==> config.mk <==
export PLATFORM = sky130hd
export DESIGN_NAME = decode_issue_stage
export DESIGN_NICKNAME = d
export VERILOG_FILES = /design/src/rtl/decode_issue_stage.sv
export SDC_FILE = /design/constraint.sdc
export NUM_CORES = 2
export LEC_CHECK = 0
export ABC_CLOCK_PERIOD_IN_PS = 20100
export CORE_MARGIN = 8
export CORE_UTILIZATION = 40
export CTS_CLUSTER_SIZE = 40
export DETAILED_ROUTE_END_ITERATION = 7
export DONT_BUFFER_PORTS = 1
export PLACE_DENSITY = 0.59
export SYNTH_ARGS = -nofsm -noshare
export SYNTH_HDL_FRONTEND = slang
export SYNTH_SLANG_ARGS = --single-unit
==> constraint.sdc <==
create_clock -name clk -period 20.1 [get_ports clk]
set_input_delay 4.02 -clock clk [delete_from_list [all_inputs] [get_ports clk]]
set_output_delay 4.02 -clock clk [all_outputs]
set_load 0.005 [all_outputs]
==> src/rtl/decode_issue_stage.sv <==
// Decode/issue stage: register file, immediate formatter, RAW/WAW scoreboard, valid/ready output bundle.
// Optional DECODE_BYPASS_EN forwards same-cycle writeback data and busy-clears into the read/hazard path.
module decode_issue_stage #(
    parameter int              XLEN     = 32,
    parameter int              NUM_REGS = 32,
    parameter logic [XLEN-1:0] RESET_PC = {XLEN{1'b0}}
) (
    input  logic            clk,
    input  logic            reset,
    input  logic            i_valid,
    output logic            o_ready,
    input  logic [31:0]     i_inst,
    input  logic [XLEN-1:0] i_pc,
    input  logic [XLEN-1:0] i_pc_inc,
    input  logic            i_flush,
    input  logic            i_wb_en,
    input  logic [4:0]      i_wb_addr,
    input  logic [XLEN-1:0] i_wb_data,
    output logic            o_valid,
    input  logic            i_ready,
    output logic [31:0]     o_inst,
    output logic [XLEN-1:0] o_pc,
    output logic [XLEN-1:0] o_pc_inc,
    output logic [XLEN-1:0] o_rs1_data,
    output logic [XLEN-1:0] o_rs2_data,
    output logic [4:0]      o_rd,
    output logic            o_rd_wr,
    output logic [XLEN-1:0] o_imm,
    output logic            o_illegal
);
    localparam int RW = $clog2(NUM_REGS);

    localparam logic [6:0] OP_IMM    = 7'b0010011;
    localparam logic [6:0] OP_LOAD   = 7'b0000011;
    localparam logic [6:0] OP_JALR   = 7'b1100111;
    localparam logic [6:0] OP_STORE  = 7'b0100011;
    localparam logic [6:0] OP_BRANCH = 7'b1100011;
    localparam logic [6:0] OP_LUI    = 7'b0110111;
    localparam logic [6:0] OP_AUIPC  = 7'b0010111;
    localparam logic [6:0] OP_JAL    = 7'b1101111;
    localparam logic [6:0] OP_REG    = 7'b0110011;

    typedef enum logic [2:0] {
        FMT_R, FMT_I, FMT_S, FMT_B, FMT_U, FMT_J, FMT_BAD
    } fmt_t;

    function automatic logic in_range(input logic [4:0] idx);
        return ({27'd0, idx} < 32'(NUM_REGS));
    endfunction

    logic [XLEN-1:0]     regs_r [NUM_REGS];
    logic [NUM_REGS-1:0] busy_r;
    logic [NUM_REGS-1:0] busy_eff_s;
    logic [NUM_REGS-1:0] set_mask_s;
    logic [NUM_REGS-1:0] clear_mask_s;
    logic [NUM_REGS-1:0] busy_next_s;

    fmt_t            fmt_s;
    logic [31:0]     imm32_s;
    logic [4:0]      rs1_s;
    logic [4:0]      rs2_s;
    logic [4:0]      rd_s;
    logic            rs1_used_s;
    logic            rs2_used_s;
    logic            rd_used_s;
    logic            illegal_s;
    logic            rd_wr_s;
    logic            hazard_s;
    logic            held_wr_s;
    logic            capture_s;
    logic [XLEN-1:0] rs1_data_s;
    logic [XLEN-1:0] rs2_data_s;

    // Opcode classification and immediate assembly.
    always_comb begin
        rs1_s   = i_inst[19:15];
        rs2_s   = i_inst[24:20];
        rd_s    = i_inst[11:7];
        fmt_s   = FMT_BAD;
        imm32_s = 32'h0000_0000;
        case (i_inst[6:0])
            OP_IMM, OP_LOAD, OP_JALR: begin
                fmt_s   = FMT_I;
                imm32_s = {{20{i_inst[31]}}, i_inst[31:20]};
            end
            OP_STORE: begin
                fmt_s   = FMT_S;
                imm32_s = {{20{i_inst[31]}}, i_inst[31:25], i_inst[11:7]};
            end
            OP_BRANCH: begin
                fmt_s   = FMT_B;
                imm32_s = {{19{i_inst[31]}}, i_inst[31], i_inst[7], i_inst[30:25], i_inst[11:8], 1'b0};
            end
            OP_LUI, OP_AUIPC: begin
                fmt_s   = FMT_U;
                imm32_s = {i_inst[31:12], 12'h000};
            end
            OP_JAL: begin
                fmt_s   = FMT_J;
                imm32_s = {{11{i_inst[31]}}, i_inst[31], i_inst[19:12], i_inst[20], i_inst[30:21], 1'b0};
            end
            OP_REG: begin
                fmt_s   = FMT_R;
                imm32_s = 32'h0000_0000;
            end
            default: begin
                fmt_s   = FMT_BAD;
                imm32_s = 32'h0000_0000;
            end
        endcase
        rs1_used_s = (fmt_s == FMT_R) || (fmt_s == FMT_I) || (fmt_s == FMT_S) || (fmt_s == FMT_B);
        rs2_used_s = (fmt_s == FMT_R) || (fmt_s == FMT_S) || (fmt_s == FMT_B);
        rd_used_s  = (fmt_s == FMT_R) || (fmt_s == FMT_I) || (fmt_s == FMT_U) || (fmt_s == FMT_J);
        illegal_s  = (fmt_s == FMT_BAD) ||
                     (rs1_used_s && !in_range(rs1_s)) ||
                     (rs2_used_s && !in_range(rs2_s)) ||
                     (rd_used_s  && !in_range(rd_s));
        rd_wr_s    = rd_used_s && (rd_s != 5'd0) && !illegal_s;
    end

    // Scoreboard set/clear masks; a same-register set overrides the clear.
    always_comb begin
        for (int i = 0; i < NUM_REGS; i++) begin
            set_mask_s[i]   = o_valid && i_ready && o_rd_wr && (o_rd == 5'(i));
            clear_mask_s[i] = i_wb_en && (i_wb_addr == 5'(i));
        end
        busy_next_s    = (busy_r & ~clear_mask_s) | set_mask_s;
        busy_next_s[0] = 1'b0;
`ifdef DECODE_BYPASS_EN
        busy_eff_s = busy_r & ~clear_mask_s;
`else
        busy_eff_s = busy_r;
`endif
    end

    // Operand read with x0 and out-of-range indices returning zero.
    always_comb begin
        if ((rs1_s != 5'd0) && in_range(rs1_s)) begin
            rs1_data_s = regs_r[rs1_s[RW-1:0]];
        end else begin
            rs1_data_s = {XLEN{1'b0}};
        end
        if ((rs2_s != 5'd0) && in_range(rs2_s)) begin
            rs2_data_s = regs_r[rs2_s[RW-1:0]];
        end else begin
            rs2_data_s = {XLEN{1'b0}};
        end
`ifdef DECODE_BYPASS_EN
        if (i_wb_en && (i_wb_addr == rs1_s) && (rs1_s != 5'd0)) begin
            rs1_data_s = i_wb_data;
        end else begin
            rs1_data_s = rs1_data_s;
        end
        if (i_wb_en && (i_wb_addr == rs2_s) && (rs2_s != 5'd0)) begin
            rs2_data_s = i_wb_data;
        end else begin
            rs2_data_s = rs2_data_s;
        end
`endif
    end

    // Hazard against busy registers and against the destination still held at the output.
    always_comb begin
        held_wr_s = o_valid && o_rd_wr;
        hazard_s  = 1'b0;
        if (rs1_used_s && in_range(rs1_s)) begin
            hazard_s = hazard_s || busy_eff_s[rs1_s[RW-1:0]] || (held_wr_s && (rs1_s == o_rd));
        end else begin
            hazard_s = hazard_s;
        end
        if (rs2_used_s && in_range(rs2_s)) begin
            hazard_s = hazard_s || busy_eff_s[rs2_s[RW-1:0]] || (held_wr_s && (rs2_s == o_rd));
        end else begin
            hazard_s = hazard_s;
        end
        if (rd_wr_s) begin
            hazard_s = hazard_s || busy_eff_s[rd_s[RW-1:0]] || (held_wr_s && (rd_s == o_rd));
        end else begin
            hazard_s = hazard_s;
        end
    end

    assign o_ready   = (!o_valid || i_ready) && !(i_valid && hazard_s) && !i_flush;
    assign capture_s = i_valid && o_ready;

    // Register array; x0 is never written so it reads as zero.
    always_ff @(posedge clk) begin
        if (i_wb_en && (i_wb_addr != 5'd0) && in_range(i_wb_addr)) begin
            regs_r[i_wb_addr[RW-1:0]] <= i_wb_data;
        end
    end

    // Scoreboard state.
    always_ff @(posedge clk or posedge reset) begin
        if (reset) begin
            busy_r <= {NUM_REGS{1'b0}};
        end else if (i_flush) begin
            busy_r <= {NUM_REGS{1'b0}};
        end else begin
            busy_r <= busy_next_s;
        end
    end

    // Output bundle: loads on capture, holds while stalled downstream.
    always_ff @(posedge clk or posedge reset) begin
        if (reset) begin
            o_valid    <= 1'b0;
            o_inst     <= 32'h0000_0000;
            o_pc       <= RESET_PC;
            o_pc_inc   <= {XLEN{1'b0}};
            o_rs1_data <= {XLEN{1'b0}};
            o_rs2_data <= {XLEN{1'b0}};
            o_rd       <= 5'd0;
            o_rd_wr    <= 1'b0;
            o_imm      <= {XLEN{1'b0}};
            o_illegal  <= 1'b0;
        end else if (i_flush) begin
            o_valid <= 1'b0;
        end else if (capture_s) begin
            o_valid    <= 1'b1;
            o_inst     <= i_inst;
            o_pc       <= i_pc;
            o_pc_inc   <= i_pc_inc;
            o_rs1_data <= rs1_data_s;
            o_rs2_data <= rs2_data_s;
            o_rd       <= rd_s;
            o_rd_wr    <= rd_wr_s;
            o_imm      <= XLEN'($signed(imm32_s));
            o_illegal  <= illegal_s;
        end else if (i_ready) begin
            o_valid <= 1'b0;
        end
    end

endmodule
* Yosys cells after proc, flatten, opt, wreduce, memory -nomap -nowiden
Memory sizes are Yosys's and may differ from the RTL's.
Index checks and enable logic that the tools add are counted.
Widths: inputs -> output; s select.
** Word-level totals
- Memories :: 1
- ROM bits :: 0
- Latch bits :: 0
- Flip-flop bits (word level) :: 232
- Word-level logic and storage cells :: 223
- Bits of input ports :: 139
- RAM bits :: 1024
** Memories
- regs_r :: depth 32, width 32, read ports 2, clocked after Yosys merged registers in 0, wr ports 1, RTL line 51 : logic [XLEN-1:0] regs_r [NUM_REGS];
** Cells by class
- Reduce and logical (&&, ||, !) cells :: 105
- Equality and inequality tests :: 80
- Multiplexer cells :: 19
- Div/mod/pow operators :: 0
- Magnitude comparators :: 3
- Multiply operators :: 0
- Bitwise gates (word level) :: 4
- Add/sub/neg operators :: 0
- Shifts and indexed selects :: 0
** Operator list (number)
- $eq 5x5->1 const B :: 32
- $pmux 32 s5 :: 1
- $mux 32 :: 3
- $eq 5x4->1 const B :: 16
- $logic_and 1x1->1 :: 77
- $eq 5x3->1 const B :: 8
- $and 32x32->32 :: 1
- $not 32->32 :: 1
- $or 32x32->32 :: 1
- $eq 7x6->1 const B :: 3
- $eq 7x7->1 const B :: 3
- $eq 5x2->1 const B :: 4
- $reduce_bool 5->1 :: 4
- $lt 5x6->1 const B :: 3
- $pmux 3 s6 :: 1
- $bmux 1 s5 :: 3
- $eq 5x5->1 :: 3
- $eq 7x5->1 const B :: 2
- $logic_or 1x1->1 :: 13
- $mux 1 :: 11
- $eq 5x1->1 const B :: 2
- $logic_not 5->1 :: 2
- $eq 3x3->1 const B :: 3
- $eq 7x2->1 const B :: 1
- other kinds (9) :: 13

* Logic depth before layout (Yosys ltp)
- Depth after elaboration :: 21
- Gate-level depth with buffers :: 11
- Mapped depth without buffers :: 7

* Least setup slack after synthesis
OpenSTA, ideal clock, no wires.
- Path type :: input -> output
- Start point :: input i_inst[15]
- End point :: output o_ready
- Cell stages on the path :: 7
- Slack :: 10.416 ns
- Arrival :: 5.664 ns
- Required time :: 16.080 ns
- Cells stage by stage :: buf_2 > mux4_2 > mux2_2 > o311ai_1 > o211ai_2 > o21ai_0 > and2_1
** Between the ends
- Cells in the longest elaborated chain, start to end :: 14
** RTL lines
- start, declared :: RTL line 12 : input logic [31:0] i_inst,
- $bmux 1 s5 or $eq 5x5->1 (tied branches) :: RTL line 167 : hazard_s = hazard_s || busy_eff_s[rs1_s[RW-1:0]] || (held_wr_s && (rs1_s == o_rd));
- $mux 1 (implied by the code) or $logic_and 1x1->1 (tied branches) :: RTL line 167
- $logic_or 1x1->1 * :: RTL line 167
- $mux 1 * :: RTL line 166 : if (rs1_used_s && in_range(rs1_s)) begin
- $logic_or 1x1->1 (2 in series) :: RTL line 172 : hazard_s = hazard_s || busy_eff_s[rs2_s[RW-1:0]] || (held_wr_s && (rs2_s == o_rd));
- $mux 1 * :: RTL line 171 : if (rs2_used_s && in_range(rs2_s)) begin
- $logic_or 1x1->1 (2 in series) :: RTL line 177 : hazard_s = hazard_s || busy_eff_s[rd_s[RW-1:0]] || (held_wr_s && (rd_s == o_rd));
- $mux 1 * :: RTL line 176 : if (rd_wr_s) begin
- $logic_and 1x1->1 * :: RTL line 183 : assign o_ready = (!o_valid || i_ready) && !(i_valid && hazard_s) && !i_flush;
- $logic_not 1->1 * :: RTL line 183
- $logic_and 1x1->1 * (2 in series) :: RTL line 183
- end, declared :: RTL line 11 : output logic o_ready,
Mark *: on every way between the ends. The rest lies on a longest branch, timed or not. The select of a mux whose other input is x is not followed.

* Final worst setup path
- Start point :: input i_inst[21]
- End point :: output o_ready
** Between the ends
- Cells in the longest elaborated chain, start to end :: 12
** RTL lines (RTL line)
- $bmux 1 s5 :: 172
- $mux 1 (implied by the code) :: 172
- $logic_or 1x1->1 :: 172
- $logic_or 1x1->1 * :: 172
- $mux 1 * :: 171
- $logic_or 1x1->1 (2 in series) :: 177
- $mux 1 * :: 176
- $logic_and 1x1->1 * :: 183
- $logic_not 1->1 * :: 183
- $logic_and 1x1->1 * (2 in series) :: 183
Marked as above.

==> results_dict.tcl <==
set metrics [dict create \
    ys.flop_type "edfxtp_1" \
    wirelength_um 170400 \
    reg2reg_to "o_rs1_data[23]" \
    routedWlPerCell_um 34.43 \
    initialDrtViolationCount 3582 \
    setup-tns-final_ps 0 \
    grt_pass1_vias 32450 \
    die_height_um 394.8 \
    synth_common_cells "edfxtp_1, mux4_2, dfrtp_1, mux2_1, mux2_2" \
    die-area_mm2 0.1559 \
    cp.arrival_ps 6260 \
    yosysMostFrequentCell "edfxtp_1" \
    clkPwrFrac_pct 42.1 \
    rows 139 \
    worst_clock_skew_ps 28.70 \
    place_inst 4699 \
    intPower_uw 4565 \
    slew_headroom_pct 19.44 \
    hold_path_depth 1 \
    grtUsageTotal_pct 21.45 \
    p_switching_uw 1309 \
    start_util_pct 40.15 \
    sw_frac_of_total_pct 22.29 \
    cts_buffers 135 \
    cts_tree "built" \
    syn2layout_area_growth_pct 11.03 \
    worstPathRequired_ps 16080 \
    worstHoldStart "o_pc[26]" \
    firstDrtPassIters 5 \
    criticalPathCategory "primary input to output pin" \
    ir_worst_vdd_mv 0.06655 \
    synth-edff-count 1024 \
    synthCells 2949 \
    yosysWarningCount 0 \
    cp-start-kind "primary input" \
    ioPinCount 340 \
    combPwrFrac_pct 6.6 \
    cts_root_buffer "clkbuf_16" \
    drv_slew 0 \
    tightest_slew_ps 1208 \
    cpMaxStageDelayCell "buf_4" \
    p_per_area_mw_per_mm2 92.16 \
    vias 31270 \
    slowest_delay_ps 440 \
    hold_end "o_pc[26]" \
    ys_types 69 \
    grt_start_max_net_pins 284 \
    hold_viol_final 0 \
    hold_buffers 0 \
    cts_max_level 4 \
    fin_crit_ps 10280 \
    fp.dieW_um 394.8 \
    synth_top_area_cell "edfxtp_1" \
    r2r_start "busy_eff_s[22]" \
    max_freq_ghz 0.09723 \
    rsz0062_at_grt "no" \
    dpl.hpwl_um 95450 \
    critical_path.cell_chain "nor2b_2 -> buf_4 -> a221oi_1 -> o21ai_0 -> o311ai_0 -> o211ai_2 -> o21ai_0 -> and2_1" \
    gp_congestion 0.8753 \
    port_buffers 0 \
    hold_class "flop to flop" \
    synthArstFlopShare_pct 18.08 \
    status "finished clean" \
    grt_overflow_total 0 \
    cts_resized 0 \
    holdWs_ps 520.9 \
    drc_errors 0 \
    coreArea_mm2 0.1430 \
    cap_violations 0 \
    grt_pass1_wl_um 243600 \
    fill_cells 12100 \
    yosysSeqAreaShare_pct 63.42 \
    post-route-period-util_pct 51.17 \
    synthesis.area_mm2 0.05740 \
    synth_top_cell_area_share_pct 53.57 \
    cp_max_fo 273 \
    ant_nets 0 \
    insertion_delay_ps 770 \
    leakage_uw 0.02060 \
    clock_path_buffers 3 \
    nNetsFinal 3072 \
    p_seq_share_pct 51.3 \
    finalSetupViolCount 0 \
    antenna_found_initial 10 \
    postCtsSetupBuffers 0 \
    reg2reg_depth 7 \
    ys_seq_elements 1250 \
    synth_area_per_cell_um2 19.46 \
    clk_pin_slew_worst_paths_ps 60 \
    ff2ff_setup_slack_ps 15870 \
    post_drt_via_cell_ratio 6.320 \
    drive_gt1_share_pct 32.85 \
    final_cells 4948 \
    critPathMostFrequentCell "o21ai_0" \
    crit_path_end_kind "output pin" \
    yosys-top-cells-area "edfxtp_1, mux4_2, dfrtp_1" \
    cts.sinks 1250 \
]
## worst max-delay path by stage
stage | start | end | slack, ps | depth (start not counted)
2_1_floorplan | reset | busy_eff_s[10] | 9890 | 1
3_3_place_gp | i_inst[3] | o_ready | 9910 | 7
3_5_place_dp | i_inst[3] | o_ready | 9900 | 7
4_1_cts | i_inst[3] | o_ready | 9880 | 7
5_1_grt | i_inst[3] | o_ready | 9770 | 7
6_report | i_inst[21] | o_ready | 9820 | 8
## stage by stage
stage | power, uW | setup slack [ps] | cell area [um^2] | util, %
floorplan | 3378 | 9889 | 57520 | -
global placement | 3454 | 9905 | 59330 | 41.50
detailed placement | 3463 | 9899 | 59330 | 41.50
CTS | 5938 | 9882 | 63710 | 44.57
global route | 6063 | 9766 | 63720 | 44.57
finish | 5874 | 9815 | 63730 | 44.58
## kinds of logic (layout without fill, tap and decap cells)
logic type             after synthesis  in the layout  synth area share [%]
flip-flops                        1250           1250                 63.42
multiplexers                       899            899                 28.94
AO/OA/AOI/OAI                      268            268                 3.002
buffers and inverters              268            326                 2.354
AND/OR/NAND/NOR                    248            248                 2.045
XOR/XNOR                            15             15                0.2289
other                                1             39              0.006533
## worst max-delay path: cells and delay by family
kind,cells,cell delay (ps)
AO/OA/AOI/OAI,5,1080
AND/OR/NAND/NOR,2,440
buffers and inverters,1,440
## final cells by class
cell class / instances / area [um^2] / share of cell area [%]
Sequential cell: 1250 / 36400 / 57.12
Timing Repair Buffer: 49 / 380.4 / 0.5968
Antenna cell: 7 / 17.52 / 0.02748
Clock buffer: 185 / 3737 / 5.864
Multi-Input combinational cell: 1462 / 20020 / 31.42
Clock inverter: 57 / 645.6 / 1.013
Tap cell: 1903 / 2381 / 3.736
Inverter: 35 / 141.4 / 0.2218
## cells in the final DEF, fill, tap and decap left out, types with 5 or more instances in the layout
master     instances
a22oi_1           45
nor2_1            65
and3_1            16
a22o_1            21
inv_1             32
nand3b_1           9
mux2_4            17
mux2_1           125
nor3_1             8
nand3_1            7
clkbuf_16        136
o21ai_0           56
xnor2_1            7
nor4_1             5
clkinv_1          16
mux2i_1           66
mux4_2           578
dfrtp_1          226
mux2_2           113
clkinv_2          15
nor2b_1            9
diode_2            7
bufinv_16          9
clkinv_8           6
a221oi_1          16
buf_4             48
nand2_1           66
inv_6              6
conb_1            32
nand2b_1           5
clkbuf_1          34
a21oi_1           72
clkbuf_8          15
a31oi_1           32
xor2_1             8
edfxtp_1        1024
nor2_4            32
## power groups by stage
stage / sequential (uW) / clock, uW / combinational (uW)
floorplan: 3010 / 0 / 364
global placement: 3070 / 0 / 382
detailed placement: 3080 / 0 / 387
CTS: 3020 / 2530 / 389
global route: 3030 / 2620 / 411
finish: 3020 / 2470 / 387
## metal layers
layer / global-route usage, % / wire length, um / vias to the layer above
li1: - / - / 12320
met1: 29.06 / 68410 / 17090
met4: 6.008 / 4370 / 0
met2: 34.74 / 82960 / 1604
met3: 5.208 / 14620 / 251
met5: 0 / 0 / -
## registers in the layout, indices dropped and copies added, names as in the netlist
name,cells
o_pc,32
o_rs1_data,32
o_rd_wr,1
o_rs2_data,32
o_valid,1
o_inst,32
o_illegal,1
busy_eff_s,31
o_imm,32
regs_r,1024
o_pc_inc,32
No activity file was read; power rests on OpenSTA's default activity.
